==> src/rtl/counter_ctrl.sv <==
// counter_ctrl: sequencing controller for a WIDTH-bit increment-by-one counter.
// Wraps the count register with start/hold/clear commands, a latched terminal
// limit, and one-shot or auto-reload operation.
//
// Optional feature macro: COUNTER_CTRL_PRESCALE_EN adds i_div and an 8-bit
// prescaler that gates every RUN advance to one edge in (i_div + 1).
//
// Ports:
//   i_clk      clock, rising edge
//   i_rst_n    asynchronous active-low reset
//   i_start    start/restart; latches i_limit and i_mode
//   i_hold     pause counting while high
//   i_clear    synchronous abort to IDLE (highest priority)
//   i_mode     0 = one-shot, 1 = auto-reload
//   i_limit    terminal count
//   i_div      prescale divisor (COUNTER_CTRL_PRESCALE_EN only)
//   o_count    current count
//   o_busy     high in RUN and HOLD
//   o_done     one-cycle pulse on the one-shot terminal
//   o_wrap     one-cycle pulse on an auto-reload wrap
module counter_ctrl #(
    parameter int unsigned WIDTH = 16
) (
    input  logic             i_clk,
    input  logic             i_rst_n,
    input  logic             i_start,
    input  logic             i_hold,
    input  logic             i_clear,
    input  logic             i_mode,
    input  logic [WIDTH-1:0] i_limit,
`ifdef COUNTER_CTRL_PRESCALE_EN
    input  logic [7:0]       i_div,
`endif
    output logic [WIDTH-1:0] o_count,
    output logic             o_busy,
    output logic             o_done,
    output logic             o_wrap
);

    localparam int unsigned PW = 8;

    typedef enum logic [1:0] {
        ST_IDLE = 2'd0,
        ST_RUN  = 2'd1,
        ST_HOLD = 2'd2,
        ST_DONE = 2'd3
    } state_e;

    state_e           state_q, state_d;
    logic [WIDTH-1:0] count_q, count_d;
    logic [WIDTH-1:0] limit_q, limit_d;
    logic             mode_q,  mode_d;
    logic             busy_q,  busy_d;
    logic             done_q,  done_d;
    logic             wrap_q,  wrap_d;
    logic             tick_c;

`ifdef COUNTER_CTRL_PRESCALE_EN
    logic [PW-1:0]    presc_q, presc_d;

    // A tick fires when the prescaler reaches the divisor; i_div = 0 ticks every edge.
    assign tick_c = (presc_q == i_div);
`else
    assign tick_c = 1'b1;
`endif

    // State and datapath registers
    always_ff @(posedge i_clk or negedge i_rst_n) begin
        if (!i_rst_n) begin
            state_q <= ST_IDLE;
            count_q <= '0;
            limit_q <= '0;
            mode_q  <= 1'b0;
            busy_q  <= 1'b0;
            done_q  <= 1'b0;
            wrap_q  <= 1'b0;
`ifdef COUNTER_CTRL_PRESCALE_EN
            presc_q <= '0;
`endif
        end else begin
            state_q <= state_d;
            count_q <= count_d;
            limit_q <= limit_d;
            mode_q  <= mode_d;
            busy_q  <= busy_d;
            done_q  <= done_d;
            wrap_q  <= wrap_d;
`ifdef COUNTER_CTRL_PRESCALE_EN
            presc_q <= presc_d;
`endif
        end
    end

    // Next-state and registered-output logic; priority clear > start > hold
    always_comb begin
        state_d = state_q;
        count_d = count_q;
        limit_d = limit_q;
        mode_d  = mode_q;
        done_d  = 1'b0;
        wrap_d  = 1'b0;
`ifdef COUNTER_CTRL_PRESCALE_EN
        presc_d = presc_q;
`endif

        if (i_clear) begin
            state_d = ST_IDLE;
            count_d = '0;
`ifdef COUNTER_CTRL_PRESCALE_EN
            presc_d = '0;
`endif
        end else if (i_start) begin
            state_d = ST_RUN;
            count_d = '0;
            limit_d = i_limit;
            mode_d  = i_mode;
`ifdef COUNTER_CTRL_PRESCALE_EN
            presc_d = '0;
`endif
        end else begin
            unique case (state_q)
                ST_RUN: begin
                    if (i_hold) begin
                        state_d = ST_HOLD;
                    end else begin
`ifdef COUNTER_CTRL_PRESCALE_EN
                        presc_d = tick_c ? '0 : presc_q + PW'(1);
`endif
                        if (tick_c) begin
                            // Counter never passes the limit, so no overflow is possible.
                            if (count_q == limit_q) begin
                                if (mode_q) begin
                                    count_d = '0;
                                    wrap_d  = 1'b1;
                                end else begin
                                    state_d = ST_DONE;
                                    done_d  = 1'b1;
                                end
                            end else begin
                                count_d = count_q + WIDTH'(1);
                            end
                        end
                    end
                end
                ST_HOLD: begin
                    // Exit edge is non-counting; advance resumes on the next edge.
                    if (!i_hold) begin
                        state_d = ST_RUN;
                    end
                end
                default: begin
                    state_d = state_q;
                end
            endcase
        end

        busy_d = (state_d == ST_RUN) || (state_d == ST_HOLD);
    end

    assign o_count = count_q;
    assign o_busy  = busy_q;
    assign o_done  = done_q;
    assign o_wrap  = wrap_q;

endmodule

==> config.mk <==
export PLATFORM = sky130hd
export DESIGN_NAME = counter_ctrl
export DESIGN_NICKNAME = d
export VERILOG_FILES = /design/src/rtl/counter_ctrl.sv
export SDC_FILE = /design/constraint.sdc
export NUM_CORES = 1
export LEC_CHECK = 0
export ABC_AREA = 0
export BUFFER_PORTS_ARGS = -buffer_cell sky130_fd_sc_hd__buf_4
export CORE_UTILIZATION = 55
export DETAILED_ROUTE_END_ITERATION = 16
export GPL_ROUTABILITY_DRIVEN = 0
export PLACE_DENSITY_LB_ADDON = 0.15
export SYNTH_ARGS = -nofsm -noshare
export SYNTH_HDL_FRONTEND = slang
export SYNTH_SLANG_ARGS = --single-unit
==> constraint.sdc <==
create_clock -name i_clk -period 5.9 [get_ports i_clk]
set_clock_uncertainty 0.2 [all_clocks]
set_input_delay 1.475 -clock i_clk [delete_from_list [all_inputs] [get_ports i_clk]]
set_output_delay 1.475 -clock i_clk [all_outputs]
set_load 0.03 [all_outputs]
==> key figures, run 1 <==
Outcome
  – Status: finished clean

Clock network
  – TritonCTS Buffers: 5
  – H-tree depth: 2
  – Total clock sinks: 38
  – CTS tree: yes
  – Setup bufs post-CTS: 0
  – Clock transition at path regs: 70 ps
  – Hold buffers post-CTS: 0
  – Clock tree root buffer cell: clkbuf_8
  – Skew-Pair Late Insertion Delay: 290 ps
  – Longest Clk Path Bufs: 2
  – Post-cts sizing count: 0

Logic synthesis
  – Cell count after synthesis: between 200 and 250
  – Synth cell count leaders: 38 x dfrtp_1, 20 x mux2_2, 20 x nand2_1, 20 x nand3_1, 16 x xor2_1
  – Netlist cell types: 38
  – Number of synthesized flops with an enable pin: 0
  – Sequential-to-total area share from yosys stat: ~43%
  – Syn Nets: between 200 and 300
  – Synth Flop Type: dfrtp_1
  – Most common cell in the netlist: dfrtp_1
  – Avg Cell Area, Syn: 9.453 um2
  – Post-Syn Area: around 2200 um2
  – Top-area cell type share of the netlist area: about 43%
  – Synth Warn #: 0
  – Area leader, netlist: dfrtp_1
  – Synthesis-stage register bit count: 38
  – Asr flop ratio synth: 100.0%
  – Synth top area cells: dfrtp_1 43%, mux2_2 10%, xor2_1 6.3%

Timing
  – Final setup violation count: 0
  – Final setup TNS: 0 ps
  – Unrepaired setup endpoints after global routing: false
  – Hold Vio Cnt, Final: 0
  – Slew Viols, Final: 0
  – Period minus WS final: around 2800 ps
  – Slew at the pin closest to its max-slew limit: 831.4 ps
  – Setup WS post-layout: 3062 ps
  – Fmax achieved: 0.3524 GHz
  – Relative slew margins: between 40% and 50%
  – Fin crit share: between 40% and 50%

Floorplanning
  – Die H: approximately 66 um
  – Die area: approximately 4300 um2
  – Die width: around 66 um
  – Effective utilization at floorplan: slightly below 60%
  – Area of the core: 3771 um2
  – # IOs: between 40 and 50
  – Row cnt: 22

Min path
  – Hold path cells: 1
  – Worst min path class: reg2reg

GRT
  – Largest net degree at the start of global routing: 39
  – First-pass GRT wire length: a little over 8000 um
  – Gr ovfl total: 0
  – GR Util All Layers: 25.58%
  – Number of global-route vias before repair: between 1500 and 2000
  – Initial antenna violation count: 0

Route
  – DR DRC count: 0
  – Post-route ant nets: 0
  – Detailed-router iteration count before antenna repair: 4
  – Vias/cell: roughly 5.9
  – Detailed Route Iter0 Violations: approximately 180
  – Post-DR wirelength/cell: about 15 um
  – Post-Route WL: ~4700 um
  – Routed via count: around 1900

Final layout
  – Multi-input gate area: between 1000 and 1500 um2
  – Share of cells above drive strength 1: 26.79%
  – Fillers: around 300
  – Finished Layout Cells: between 300 and 400
  – Post-layout util: a little under 70%
  – N_diodes: 0
  – P&R area growth vs syn: 16.66%
  – Final-stage net count: 289
  – Register area: 950.9 um2

Power
  – Max VDD drop: 143.6 uV
  – Leakage: 0.001121 uW
  – Pwr Total: between 500 and 600 uW
  – Pwr Density: between 200 and 250 nW/um2

Worst setup path
  – Worst Reg2Reg Path Length in Cells: 5
  – CP Launch Type: flip-flop
  – Crit path DAT: 2820 ps
  – Worst Setup End Kind: flip-flop
  – CP Max Fanout: 24
  – Worst path required time: about 5900 ps
  – Crit path kind: reg2reg

Placed design
  – Place WS: about 2800 ps
  – Placed Cells: approximately 300
  – IO buf count: 40
  – Post-DP HPWL: ~3300 um

Run
  – Max_cap viols: 0
[report_power, final]
| part | internal, uW | switching, uW |
|---|---|---|
| combinational | 40.4 | 40.4 |
| clock | 94.2 | 90.0 |
| sequential | 280 | 15.1 |
| total | 414 | 145 |
[final cells by class]
cell class / instances / area share (%)
clock buffers: 7 / 3.317
clock inverters: 1 / 0.1923
inverters: 4 / 0.5769
multi-input cells: 173 / 44.95
flip-flops and latches: 38 / 36.54
well taps: 48 / 2.308
repair buffers: 42 / 12.12
[state kept, by name, summed over array words and instances (netlist names)]
register  cells
limit_q      16
o_count      16
o_busy        1
state_q       2
o_wrap        1
o_done        1
mode_q        1
[placed cells by master, fill, tap and decap left out, types with 3 or more instances in the layout]
| cell | Yosys | final |
|---|---|---|
| or3_1 | 3 | 3 |
| o21a_1 | 5 | 5 |
| buf_4 | 1 | 42 |
| nor2_1 | 7 | 7 |
| o21ai_0 | 10 | 10 |
| mux2_2 | 20 | 20 |
| and3_1 | 4 | 4 |
| dfrtp_1 | 38 | 38 |
| nor4_1 | 8 | 8 |
| a22oi_1 | 4 | 4 |
| a31oi_1 | 8 | 8 |
| a21o_1 | 3 | 3 |
| ha_1 | 3 | 3 |
| xor2_1 | 16 | 16 |
| a21oi_1 | 12 | 12 |
| nand4_1 | 3 | 3 |
| nor2b_1 | 3 | 3 |
| inv_1 | 3 | 3 |
| clkbuf_8 | 0 | 6 |
| nor3_1 | 7 | 7 |
| nand3_1 | 20 | 20 |
| nand2_1 | 20 | 20 |
[cell families after synthesis]
group,share of synthesized area (%)
adders and majority gates,1.683
and+or+nand+nor,19.97
muxes,10.99
AOI/OAI and AO/OA,13.52
xor gates and xnor gates,6.281
DFF,42.62
buffers and inverters,4.935
[path summary, 6_finish.rpt]
check / end / startpoint / slack, ps
setup / recovery: o_busy / o_count[7] / 3060
hold / removal: limit_q[10] / limit_q[10] / 330
setup reg to reg: o_busy / o_count[7] / 3060
hold reg to reg: limit_q[10] / limit_q[10] / 330
max in group asynchronous: mode_q / i_rst_n / 4230
min in group asynchronous: o_wrap / i_rst_n / 930
[worst max-delay path, cell delays in order, from the launching register on]
cell	delay, ps
dfrtp_1	510
xor2_1	200
nor4_1	390
and4_1	810
a22o_1	270
mux2_2	340
[metrics by stage]
step | hold WS (ps) | instance area (um2)
4_1_cts | 335.1 | 2603
2_1_floorplan | 301.1 | 2231
6_report | 328.7 | 2603
3_5_place_dp | 319.2 | 2511
3_3_place_gp | 311.4 | 2511
5_1_grt | 349.1 | 2603
[per-layer routing]
metal	share of wire [%]	global-route usage [%]	wire, um
met1	45	35.56	2136
met2	47	39.29	2215
met3	7.1	5.208	338
met4	1.1	8.967	53
met5	0	0	0
Note: power is estimated with default switching activity, not from simulation.
==> inputs of run 2 (changes only) <==
CORE_UTILIZATION = 50   (was 55)
clock period = 2.42 ns   (was 5.9 ns; I/O delays follow)
==> run 2 against run 1 <==
Net effect: cell count increased by 4.5%; core utilization decreased by 3.9 points; sequential share of layout area decreased by 1.3 points; critical endpoint is now o_count[11].
==> key figures, run 2 (synthesis results as in run 1) <==
Timing
  – Slew Viols, Final: 0
  – Hold Vio Cnt, Final: 0
  – Final setup TNS: 0 ps
  – Period minus WS final: 2236 ps
  – Unrepaired setup endpoints after global routing: false
  – Final setup violation count: 0
  – Relative slew margins: 67.33%
  – Fmax achieved: 0.4472 GHz
  – Setup WS post-layout: 184.0 ps
  – Slew at the pin closest to its max-slew limit: slightly below 500 ps
  – Fin crit share: between 90 and 100%

Floorplanning
  – Die area: about 4700 um2
  – # IOs: a little over 40
  – Row cnt: 23
  – Area of the core: 4144 um2
  – Die H: roughly 69 um
  – Effective utilization at floorplan: a little over half
  – Die width: 68.80 um

Worst setup path
  – Reg2reg setup slack: ~180 ps
  – Cells along the critical path: nand3_4, or3_1, or4_1, a21o_1, a31oi_1
  – R2r startpoint: o_count[2]
  – Crit path DAT: 2250 ps
  – Crit path from: o_count[2]
  – Worst path required time: approximately 2400 ps
  – CP Launch Type: flip-flop
  – CP max-delay cell: dfrtp_1
  – Worst Setup End Kind: flip-flop
  – CP Max Fanout: 8
  – Crit path kind: reg2reg
  – Max incr delay on CP: around 570 ps

Power
  – Leakage: around 0.0012 uW
  – Net Sw Frac: between 20% and 30%
  – Clock Power Share: 30.7%
  – Pwr Total: ~1300 uW
  – P_sw: ~350 uW
  – Reg power frac: 53.8%
  – Pwr Density: 494.4 nW/um2
  – Max VDD drop: 332.7 uV
  – Int Power: 985.6 uW
  – Logic pwr share: between 15 and 20%

Route
  – Post-route ant nets: 0
  – Vias/cell: 5.899
  – Detailed-router iteration count before antenna repair: 4
  – Post-Route WL: 5168 um
  – Detailed Route Iter0 Violations: 198
  – Post-DR wirelength/cell: between 15 and 20 um
  – DR DRC count: 0
  – Routed via count: 1929

GRT
  – Gr ovfl total: 0
  – Met3 Resource Use GR: approximately 4.6%
  – First-pass GRT wire length: ~8600 um
  – Gr busiest metal: met2
  – Grt met2 use: 38.73%
  – GR Util All Layers: approximately 26%
  – Initial antenna violation count: 0
  – Number of global-route vias before repair: 1823
  – Met1 usage: roughly 35%
  – Largest net degree at the start of global routing: 39

Outcome
  – Status: finished clean

Final layout
  – Commonest non-fill, non-tap cells in the layout: 54 x buf_4, 38 x dfrtp_1, 20 x mux2_2, 20 x nand2_1, 20 x nand3_1
  – Share of cells above drive strength 1: 29.60%
  – Final-stage net count: a little over 300
  – N_diodes: 0
  – Most common cell after layout, fill and taps aside: buf_4
  – P&R area growth vs syn: 21.03%
  – Fillers: between 300 and 400

Clock network
  – H-tree depth: 2
  – TritonCTS Buffers: 5
  – Post-cts sizing count: 0
  – Setup bufs post-CTS: 0
  – Total clock sinks: 38
  – Clock tree root buffer cell: clkbuf_8
  – CTS tree: yes
  – Hold buffers post-CTS: 0
  – Skew-Pair Late Insertion Delay: between 200 and 300 ps
  – Clock transition at path regs: roughly 70 ps
  – Longest Clk Path Bufs: 2

Min path
  – Worst min path class: in2async

Placed design
  – Post-DP HPWL: 3732 um
  – Place WS: around 200 ps
  – IO buf count: 40

Run
  – Max_cap viols: 0
## run 2: changes by cell type in the layout (fill, tap and decap cells not counted), sizes merged
cell | before | now
buf | 42 | 55
clkinv | 2 | 1
## run 2: path summary, 6_finish.rpt
check	endpoint	cells past startpoint
min in group i_clk	limit_q[9]	1
worst max register to register	o_count[11]	5
max in group asynchronous	limit_q[7]	1
worst max-delay path	o_count[11]	5
worst min register to register	limit_q[9]	1
worst min-delay path	state_q[0]	1
## run 2: power by group through the flow
| stage | Sequential (uW) | Combinational, uW | Clock (uW) |
|---|---|---|---|
| after floorplan | 726 | 126 | 0 |
| after global placement | 729 | 203 | 0 |
| after detailed placement | 732 | 209 | 0 |
| after CTS | 719 | 209 | 418 |
| after global routing | 725 | 231 | 443 |
| final | 719 | 206 | 410 |
## run 2: cell type report
class / instances / area (um2) / area share (%)
Timing Repair Buffer: 55 / 425.4 / 15.76
Multi-Input combinational cell: 173 / 1170 / 43.33
Clock buffer: 7 / 76.32 / 2.827
Tap cell: 50 / 62.56 / 2.317
Inverter: 4 / 15.01 / 0.5561
Sequential cell: 38 / 950.9 / 35.22
## run 2: critical path: cells and delay by family, from the launching register on
family           cells  cell delay (ps)
AO/OA/AOI/OAI        2              300
flip-flops           1              570
AND/OR/NAND/NOR      3             1090
## run 2: per-stage QoR
stage | area (um2) | utilization (%) | instances | hold WS, ps
global placement | 2624 | 63.32 | 320 | 310.4
finish | 2700 | 65.16 | 327 | 62.09
CTS | 2700 | 65.16 | 327 | 84.38
floorplan | 2231 | - | 236 | 109.4
detailed placement | 2624 | 63.32 | 320 | 316.7
global route | 2700 | 65.16 | 327 | 106.3
## run 2: routing by layer
layer / up-vias / part of all wire [%]
met5: - / 0
met4: 0 / 1.8
met3: 10 / 6.1
met2: 65 / 47
met1: 921 / 45
li1: 933 / -
==> inputs of run 3 (changes only) <==
RECOVER_POWER = 50   (was unset)
==> run 3 against run 2 <==
Net effect: die area unchanged; cell count unchanged; sequential power about the same; first-iteration DRC count decreased by 0.51%; largest cell class unchanged; largest power group unchanged; final area decreased by 0.37%; sequential share of layout area increased by 0.13 points; via count decreased by 0.10%; worst hold slack improved by 180 ps; maximum frequency about the same; critical path depth unchanged.
==> key figures, run 3 (synthesis results as in run 1) <==
Final layout
  – Most common cell after layout, fill and taps aside: buf_4
  – N_diodes: 0
  – Fin area: 2690 um2
  – Share of cells above drive strength 1: ~29%
  – Final-stage net count: slightly above 300
  – Commonest non-fill, non-tap cells in the layout: 51 x buf_4, 38 x dfrtp_1, 20 x mux2_2, 20 x nand2_1, 20 x nand3_1
  – P&R area growth vs syn: 20.58%
  – Post-layout util: approximately two thirds

Worst setup path
  – Worst Reg2Reg Path Length in Cells: 5
  – Reg2reg end: o_busy
  – Crit path from: o_count[5]
  – Crit path DAT: between 2000 and 2500 ps
  – Reg2reg setup slack: 180 ps
  – Worst path required time: 2390 ps
  – CP Max Fanout: 10
  – Worst Setup End Kind: flip-flop
  – CP Launch Type: flip-flop
  – R2r startpoint: o_count[5]
  – Crit path kind: reg2reg

Timing
  – Slew Viols, Final: 0
  – Period minus WS final: 2237 ps
  – Unrepaired setup endpoints after global routing: false
  – Slew at the pin closest to its max-slew limit: approximately 940 ps
  – Hold slack: roughly 240 ps
  – Final setup violation count: 0
  – Hold Vio Cnt, Final: 0
  – Fmax achieved: 0.4471 GHz
  – Final setup TNS: 0 ps
  – Fin crit share: 92.43%
  – Relative slew margins: 37.06%

Clock network
  – CTS tree: yes
  – Post-cts sizing count: 0
  – Hold buffers post-CTS: 0
  – Clock tree root buffer cell: clkbuf_8
  – H-tree depth: 2
  – TritonCTS Buffers: 5
  – Clock transition at path regs: 70 ps
  – Total clock sinks: 38
  – Skew-Pair Late Insertion Delay: 290 ps
  – Longest Clk Path Bufs: 2
  – Setup bufs post-CTS: 0

Route
  – Detailed Route Iter0 Violations: a little under 200
  – Vias/cell: 5.893
  – DR DRC count: 0
  – Post-Route WL: between 5000 and 6000 um
  – Detailed-router iteration count before antenna repair: 4
  – Routed via count: just under 2000
  – Post-DR wirelength/cell: roughly 16 um
  – Post-route ant nets: 0

Floorplanning
  – Die width: 68.80 um
  – # IOs: slightly above 40
  – Effective utilization at floorplan: between 50% and 60%
  – Row cnt: 23
  – Area of the core: between 4000 and 5000 um2
  – Die area: about 4700 um2
  – Die H: approximately 69 um

Power
  – Pwr Density: about 500 nW/um2
  – Leakage: ~0.0012 uW
  – Max VDD drop: around 330 uV

GRT
  – GR Util All Layers: between 20% and 30%
  – Gr ovfl total: 0
  – First-pass GRT wire length: roughly 8600 um
  – Number of global-route vias before repair: 1823
  – Largest net degree at the start of global routing: 39
  – Initial antenna violation count: 0

Placed design
  – Post-DP HPWL: approximately 3700 um
  – Placement Cell Area: 2624 um2
  – IO buf count: 40

Outcome
  – Status: finished clean

Run
  – Max_cap viols: 0

Min path
  – Worst min path class: in2async
-- run 3: cell type report --
| class | instances | area [um2] |
|---|---|---|
| multi-input cells | 173 | 1170 |
| fillers | 363 | 1454 |
| inverters | 4 | 15.01 |
| repair buffers | 55 | 415.4 |
| well taps | 50 | 62.56 |
| flip-flops and latches | 38 | 950.9 |
| clock buffers | 7 | 76.32 |
-- run 3: how the worst max path moves through the flow --
| stage | end |
|---|---|
| final | o_busy |
| after global routing | o_count[11] |
| after CTS | o_busy |
| after detailed placement | o_count[11] |
| after global placement | o_busy |
| after floorplan | o_count[11] |
-- run 3: where the power goes --
group          switching (uW)  internal [uW]
registers                36.8            682
logic                     101            104
clock network             213            198
total                     351            984
-- run 3: metal layers --
layer / routed length (um) / global-route usage (%) / share of wire, % / vias to the layer above
met2: 2404 / 38.73 / 46 / 63
met1: 2407 / 35.34 / 46 / 920
met5: 0 / 0 / 0 / -
met3: 288 / 4.605 / 5.6 / 9
met4: 78 / 11.73 / 1.5 / 0
li1: - / - / - / 935
-- run 3: worst max-delay path, stage by stage, from the launching register on --
cell and delay (ps):
dfrtp_1 510, xor2_1 190, nor4_1 340, and4_1 310
a22o_1 200, mux2_2 360
-- run 3: per-stage QoR --
step | setup WS, ps | power (uW) | cells
2_1_floorplan | 152.8 | 851.7 | 236
3_3_place_gp | 239.0 | 931.8 | 320
3_5_place_dp | 199.4 | 940.5 | 320
4_1_cts | 188.9 | 1347 | 327
5_1_grt | 30.82 | 1397 | 327
6_report | 183.3 | 1335 | 327
